### src/rtl/regfile_wb_arbiter.sv
// regfile_wb_arbiter
//
// Owns the single register-file write port (WE3/A3/WD3). The port is shared by
// the in-order pipeline writeback result and a long-latency unit such as
// mul/div. Long-latency results wait in a small FIFO and retire in free
// writeback slots. A starvation counter forces a one-cycle writeback stall so
// that buffered results always drain.
//
// Ports:
//   clk, rst              system clock; asynchronous active-high reset
//   RegWriteW, RdW,       pipeline writeback request (write enable, destination,
//   ResultW               data)
//   lu_valid, lu_rd,      long-latency unit result handshake
//   lu_data, lu_ready
//   WE3, A3, WD3          register-file write port
//   StallW                holds the writeback stage for this cycle
//   lu_pending            FIFO non-empty
//
// Optional build macro WB_BYPASS_EN: when the FIFO is empty and the pipeline is
// not writing, a unit result with a non-zero rd goes straight to the port in
// the same cycle and is not enqueued.
//
// state | meaning
// IDLE  | FIFO empty
// PEND  | FIFO non-empty, pipeline allowed to win the port
// FORCE | starve limit reached; FIFO head takes the port, pipeline stalled

module regfile_wb_arbiter #(
  parameter int DEPTH      = 2,
  parameter int STARVE_MAX = 4
) (
  input  logic        clk,
  input  logic        rst,
  input  logic        RegWriteW,
  input  logic [4:0]  RdW,
  input  logic [31:0] ResultW,
  input  logic        lu_valid,
  input  logic [4:0]  lu_rd,
  input  logic [31:0] lu_data,
  output logic        lu_ready,
  output logic        WE3,
  output logic [4:0]  A3,
  output logic [31:0] WD3,
  output logic        StallW,
  output logic        lu_pending
);

  localparam int PW = (DEPTH > 1) ? $clog2(DEPTH) : 1;
  localparam int CW = PW + 1;
  localparam int SW = $clog2(STARVE_MAX + 1);

  localparam logic [CW-1:0] COUNT_FULL = CW'(DEPTH);
  localparam logic [SW-1:0] STARVE_TOP = SW'(STARVE_MAX - 1);

  typedef enum logic [1:0] {
    IDLE  = 2'd0,
    PEND  = 2'd1,
    FORCE = 2'd2
  } state_t;

  state_t          state_q, state_d;
  logic [CW-1:0]   count_q, count_d;
  logic [PW-1:0]   wptr_q, wptr_d;
  logic [PW-1:0]   rptr_q, rptr_d;
  logic [SW-1:0]   starve_q, starve_d;

  logic [4:0]       ent_rd_q   [DEPTH];
  logic [31:0]      ent_data_q [DEPTH];
  logic [DEPTH-1:0] ent_vld_q;

  logic pipe_req;
  logic fifo_ne;
  logic lu_push;
  logic pop;
  logic pipe_win;
  logic bypass;
  logic enq;

  assign pipe_req   = RegWriteW & (RdW != 5'd0);
  assign fifo_ne    = (count_q != '0);
  // Registered count only: a pop this cycle does not make room for a push.
  assign lu_ready   = ~rst & (count_q != COUNT_FULL);
  assign lu_pending = ~rst & fifo_ne;
  assign lu_push    = lu_valid & lu_ready;
  // rd=0 results complete the handshake but never occupy a slot.
  assign enq        = lu_push & (lu_rd != 5'd0) & ~bypass;

  // Port grant
  always_comb begin
    WE3      = 1'b0;
    A3       = 5'd0;
    WD3      = 32'd0;
    StallW   = 1'b0;
    pop      = 1'b0;
    pipe_win = 1'b0;
    bypass   = 1'b0;
    if (rst) begin
      pop = 1'b0;
    end else if (state_q == FORCE) begin
      StallW = 1'b1;
      pop    = 1'b1;
    end else if (pipe_req) begin
      pipe_win = 1'b1;
      WE3      = 1'b1;
      A3       = RdW;
      WD3      = ResultW;
    end else if (fifo_ne) begin
      pop = 1'b1;
`ifdef WB_BYPASS_EN
    end else if (lu_valid && (count_q != COUNT_FULL) && (lu_rd != 5'd0)) begin
      bypass = 1'b1;
      WE3    = 1'b1;
      A3     = lu_rd;
      WD3    = lu_data;
`endif
    end
    // A killed entry still pops, but with the write suppressed.
    if (pop && ent_vld_q[rptr_q]) begin
      WE3 = 1'b1;
      A3  = ent_rd_q[rptr_q];
      WD3 = ent_data_q[rptr_q];
    end
  end

  // Next state
  always_comb begin
    count_d  = count_q + CW'(enq) - CW'(pop);
    wptr_d   = wptr_q + PW'(enq);
    rptr_d   = rptr_q + PW'(pop);
    state_d  = state_q;
    starve_d = starve_q;

    if (pop) begin
      starve_d = '0;
    end else if (state_q == PEND && pipe_win) begin
      starve_d = starve_q + SW'(1);
    end

    if (count_d == '0) begin
      state_d  = IDLE;
      starve_d = '0;
    end else if (state_q == PEND && pipe_win && starve_q == STARVE_TOP) begin
      state_d = FORCE;
    end else begin
      state_d = PEND;
    end
  end

  always_ff @(posedge clk or posedge rst) begin
    if (rst) begin
      state_q   <= IDLE;
      count_q   <= '0;
      wptr_q    <= '0;
      rptr_q    <= '0;
      starve_q  <= '0;
      ent_vld_q <= '0;
      for (int i = 0; i < DEPTH; i++) begin
        ent_rd_q[i]   <= 5'd0;
        ent_data_q[i] <= 32'd0;
      end
    end else begin
      state_q  <= state_d;
      count_q  <= count_d;
      wptr_q   <= wptr_d;
      rptr_q   <= rptr_d;
      starve_q <= starve_d;
      // A pipeline write makes older buffered results to the same rd stale.
      for (int i = 0; i < DEPTH; i++) begin
        if (pipe_win && ent_rd_q[i] == RdW) begin
          ent_vld_q[i] <= 1'b0;
        end
      end
      // The same-cycle push is younger than the pipeline write, so it wins.
      if (enq) begin
        ent_rd_q[wptr_q]   <= lu_rd;
        ent_data_q[wptr_q] <= lu_data;
        ent_vld_q[wptr_q]  <= 1'b1;
      end
    end
  end

endmodule

### config.mk
export PLATFORM = sky130hd
export DESIGN_NAME = regfile_wb_arbiter
export DESIGN_NICKNAME = d
export VERILOG_FILES = /design/src/rtl/regfile_wb_arbiter.sv
export SDC_FILE = /design/constraint.sdc
export NUM_CORES = 1
export LEC_CHECK = 0
export ABC_CLOCK_PERIOD_IN_PS = 6260
export CAP_MARGIN = 20
export CORE_MARGIN = 5
export CORE_UTILIZATION = 52
export CTS_CLUSTER_DIAMETER = 50
export DETAILED_ROUTE_END_ITERATION = 12
export PLACE_DENSITY = 0.94
export SKIP_LAST_GASP = 1
export SLEW_MARGIN = 10
export SYNTH_ARGS = -nofsm -noshare
export SYNTH_HDL_FRONTEND = slang
export SYNTH_SLANG_ARGS = --single-unit
### constraint.sdc
create_clock -name clk -period 6.26 [get_ports clk]
set_clock_uncertainty 0.05 [all_clocks]
set_input_delay 1.252 -clock clk [delete_from_list [all_inputs] [get_ports clk]]
set_output_delay 1.252 -clock clk [all_outputs]
set_load 0.03 [all_outputs]
==> results.toml <==
[setup_path]
worst-path-buf-inv = 3
crit_path_max_incr_delay_ns = 0.70
timing.critical_path.required_ns = 4.96
path_class = "in -> out"
critPathCaptureType = "output port"
crit_path_cell_trace = "clkdlybuf4s50_1 -> or4_4 -> o21ai_2 -> a21oi_4 -> buf_4 -> o21ai_0 -> clkdlybuf4s50_1"
crit_path_top_delay_cell = "sky130_fd_sc_hd__clkdlybuf4s50_1"
worstPathArrival_ns = 4.01
worst_path_most_repeated_cell = "sky130_fd_sc_hd__clkdlybuf4s50_1"
worstSetupStartpointType = "primary input"
family_with_the_most_delay_on_the_worst_path = "buffers and inverters"
crit_fanout = 22

[pwr]
pwr-share-clk_pct = 17.0
power.ir.vdd_worst_mv = 0.249
switching_share_pct = 36.7
intPower_mw = 1.63
p_sw_mw = 0.944
power.leakage_nw = 2.34
p_per_area_nw_per_um2 = 448
share_seq_of_total_power_pct = 39.2
share_comb_of_total_power_pct = 43.8

[hold_path]
min-delay-path-class = "reg -> reg"

[sta]
rsz0062_at_grt = "false"
whs_ns = 0.459
final.min_clock_period_ns = 5.31
finalHoldViolCount = 0
final-max-slew-violation-count = 0
relSlewSlack_pct = 35.8
fmax_mhz = 188
finalSetupTns_ns = 0
tightestPinTransition_ns = 0.963
fraction_of_the_cycle_the_final_worst_path_needs_pct = 84.9
setup_viol_count_final = 0

[route]
routed-via-count = 3301
drtAntennaViolNets = 0
drc_errors = 0
avgViaCountPerCell = 5.65
drtIter0Drc = 152
wl_mm = 10.5
detail_route.first_pass.iterations = 4
avgRoutedWirePerCell_um = 17.9

[cts]
post_cts_resized = 0
post-cts-setup-buffers = 0
post_cts_hold_buffer_count = 0
cts_tree = "built"
cts_num_sinks = 85
tritoncts.num_buffers = 9
worstSkewPairLatency_ns = 0.34
cts.htree.levels = 3
clockBufferDepth = 2
clk_root_buffer_cell = "sky130_fd_sc_hd__clkbuf_8"
clock_pin_slew_on_the_worst_setup_and_hold_paths_ns = 0.07

[synthesis]
netlist.top_cell.by_area = "sky130_fd_sc_hd__dfrtp_1"
synthesis_stage_register_bit_count = 85
post_synth_instance_area_um2 = 4220
synth.area.top_cells = "sky130_fd_sc_hd__dfrtp_1 50%, sky130_fd_sc_hd__mux2_2 20%, sky130_fd_sc_hd__a22oi_1 5.7%"
synth_top_area_share_pct = 50.4
netlist_instances = 368
yosys.cell_types.count = 34
synth-warning-count = 0
yosysSeqAreaShare_pct = 50.4
avgSynthCellArea_um2 = 11.5
synthesis.nets = 452

[finish]
fin_cells = 584
fillers = 513
diodes = 0
area_growth_pct = 35.9
final_net_count = 561
drive_above_1_share_pct = 23.7

[global_routing]
first_global_vias = 3548
number_of_antenna_violations_at_the_first_check_in_global_routing = 0
grt.total_usage_pct = 21.0
grt_start_max_net_pins = 86
grt_pass1_wl_mm = 16.9
grt.overflow.total = 0

[die]
design.die.area_um2 = 10000
floorplan.die.height_um = 100
floorplan.core_area_um2 = 7810
die-width_um = 100
ios = 119
initial_utilization_pct = 54.1
floorplan.rows = 32

[outcome]
outcome = "complete, no violations"

[flow_run]
drv.max_cap_violation_count = 0

[place]
dpl_wire_length_mm = 7.35
io_buffers = 118
placed_cells = 566
finalWeightedCongestion = 0.819
per-layer routing:
metal	part of all wire [%]	routed length (um)	track usage [%]	vias to the layer above
li1	-	-	-	1531
met1	41	4320	25.9	1640
met2	51	5360	36.7	110
met3	5.5	573	4.17	20
met4	1.8	189	7.05	0
met5	0	0	0	-
final timing paths:
path | startpoint | end | slack (ns) | cells after the start
min reg2reg | ent_data_q[60]$_DFFE_PP0P_ | ent_data_q[60]$_DFFE_PP0P_ | 0.46 | 1
min | ent_data_q[60]$_DFFE_PP0P_ | ent_data_q[60]$_DFFE_PP0P_ | 0.46 | 1
max reg2reg | count_q[1]$_DFF_PP0_ | starve_q[0]$_DFFE_PP0P_ | 3.07 | 12
max in group asynchronous | rst | ent_data_q[32]$_DFFE_PP0P_ | 4.19 | 4
max | RdW[3] | WD3[6] | 0.95 | 7
min in group asynchronous | rst | ent_data_q[38]$_DFFE_PP0P_ | 1.37 | 3
power by group through the flow:
stage | logic [mW] | clock network [mW] | registers (mW)
after detailed placement | 1.12 | 0 | 1.02
after global routing | 1.22 | 0.473 | 1.04
after floorplan | 0.816 | 0 | 0.950
after global placement | 1.08 | 0 | 0.988
after CTS | 1.13 | 0.446 | 1.01
final | 1.13 | 0.438 | 1.01
placed cells by master, fill, tap and decap left out, drive strengths merged, types with 7 or more instances in the layout:
cell / n
xnor2: 8
dfrtp: 85
clkdlybuf4s50: 118
clkbuf: 11
mux2: 74
a22oi: 32
o21ai: 39
inv: 7
nand2: 43
nor2: 12
per-stage QoR:
stage,worst slack (ns),cell area (um^2),util (%),power [mW]
6_report,0.948,5740,73.5,2.57
5_1_grt,0.816,5740,73.5,2.73
4_1_cts,0.840,5690,72.8,2.58
2_1_floorplan,2.03,4220,-,1.77
3_3_place_gp,0.907,5450,69.8,2.07
3_5_place_dp,0.831,5450,69.8,2.14
cell usage after synthesis, drive strengths merged:
master,n
mux2i,1
nand4,2
xor2,6
ha,6
nor2,12
xnor2,8
o211a,2
and2,1
nand2,43
clkbuf,18
a31oi,5
nor2b,2
nor4bb,1
nor3,4
buf,8
mux2,74
a2111oi,1
or4,2
nand2b,1
dfrtp,85
a21oi,3
a22o,2
inv,8
o21a,1
a22oi,32
o21bai,1
o21ai,39
flip-flops by register name, indices dropped and copies added, names as in the netlist:
name,count
ent_data_q,64
ent_rd_q,10
rptr_q,1
starve_q,3
ent_vld_q,2
state_q,2
wptr_q,1
count_q,2
logic make-up (layout without fill, tap and decap cells):
group | Yosys count | in the layout | synth area share [%]
AO/OA/AOI/OAI | 86 | 86 | 14.2
XOR/XNOR | 14 | 14 | 3.08
flip-flops | 85 | 85 | 50.4
multiplexers | 75 | 75 | 20.0
buffers and inverters | 34 | 148 | 3.73
adder cells (fa/ha/maj) | 6 | 6 | 1.78
AND/OR/NAND/NOR | 68 | 68 | 6.93
area by class of cell:
class | count | area, um^2 | area share [%]
inverters | 8 | 31.3 | 0.545
clock buffers | 11 | 151 | 2.64
flip-flops and latches | 85 | 2130 | 37.1
clock inverters | 5 | 82.6 | 1.44
multi-input cells | 249 | 1950 | 34.0
well taps | 102 | 128 | 2.22
repair buffers | 124 | 1270 | 22.1
worst reg2reg max path, cell delays in order, from the launching register on:
cell and delay [ns]:
sky130_fd_sc_hd__dfrtp_1 0.41, sky130_fd_sc_hd__nor2_1 0.12, sky130_fd_sc_hd__nor2_1 0.09, sky130_fd_sc_hd__a21oi_4 0.65, sky130_fd_sc_hd__buf_4 0.38, sky130_fd_sc_hd__inv_1 0.14, sky130_fd_sc_hd__ha_1 0.30, sky130_fd_sc_hd__inv_1 0.04
sky130_fd_sc_hd__ha_1 0.18, sky130_fd_sc_hd__xnor2_1 0.14, sky130_fd_sc_hd__xnor2_1 0.16, sky130_fd_sc_hd__nor2_1 0.30, sky130_fd_sc_hd__nor3_1 0.11
(Power assumes the default switching activity.)
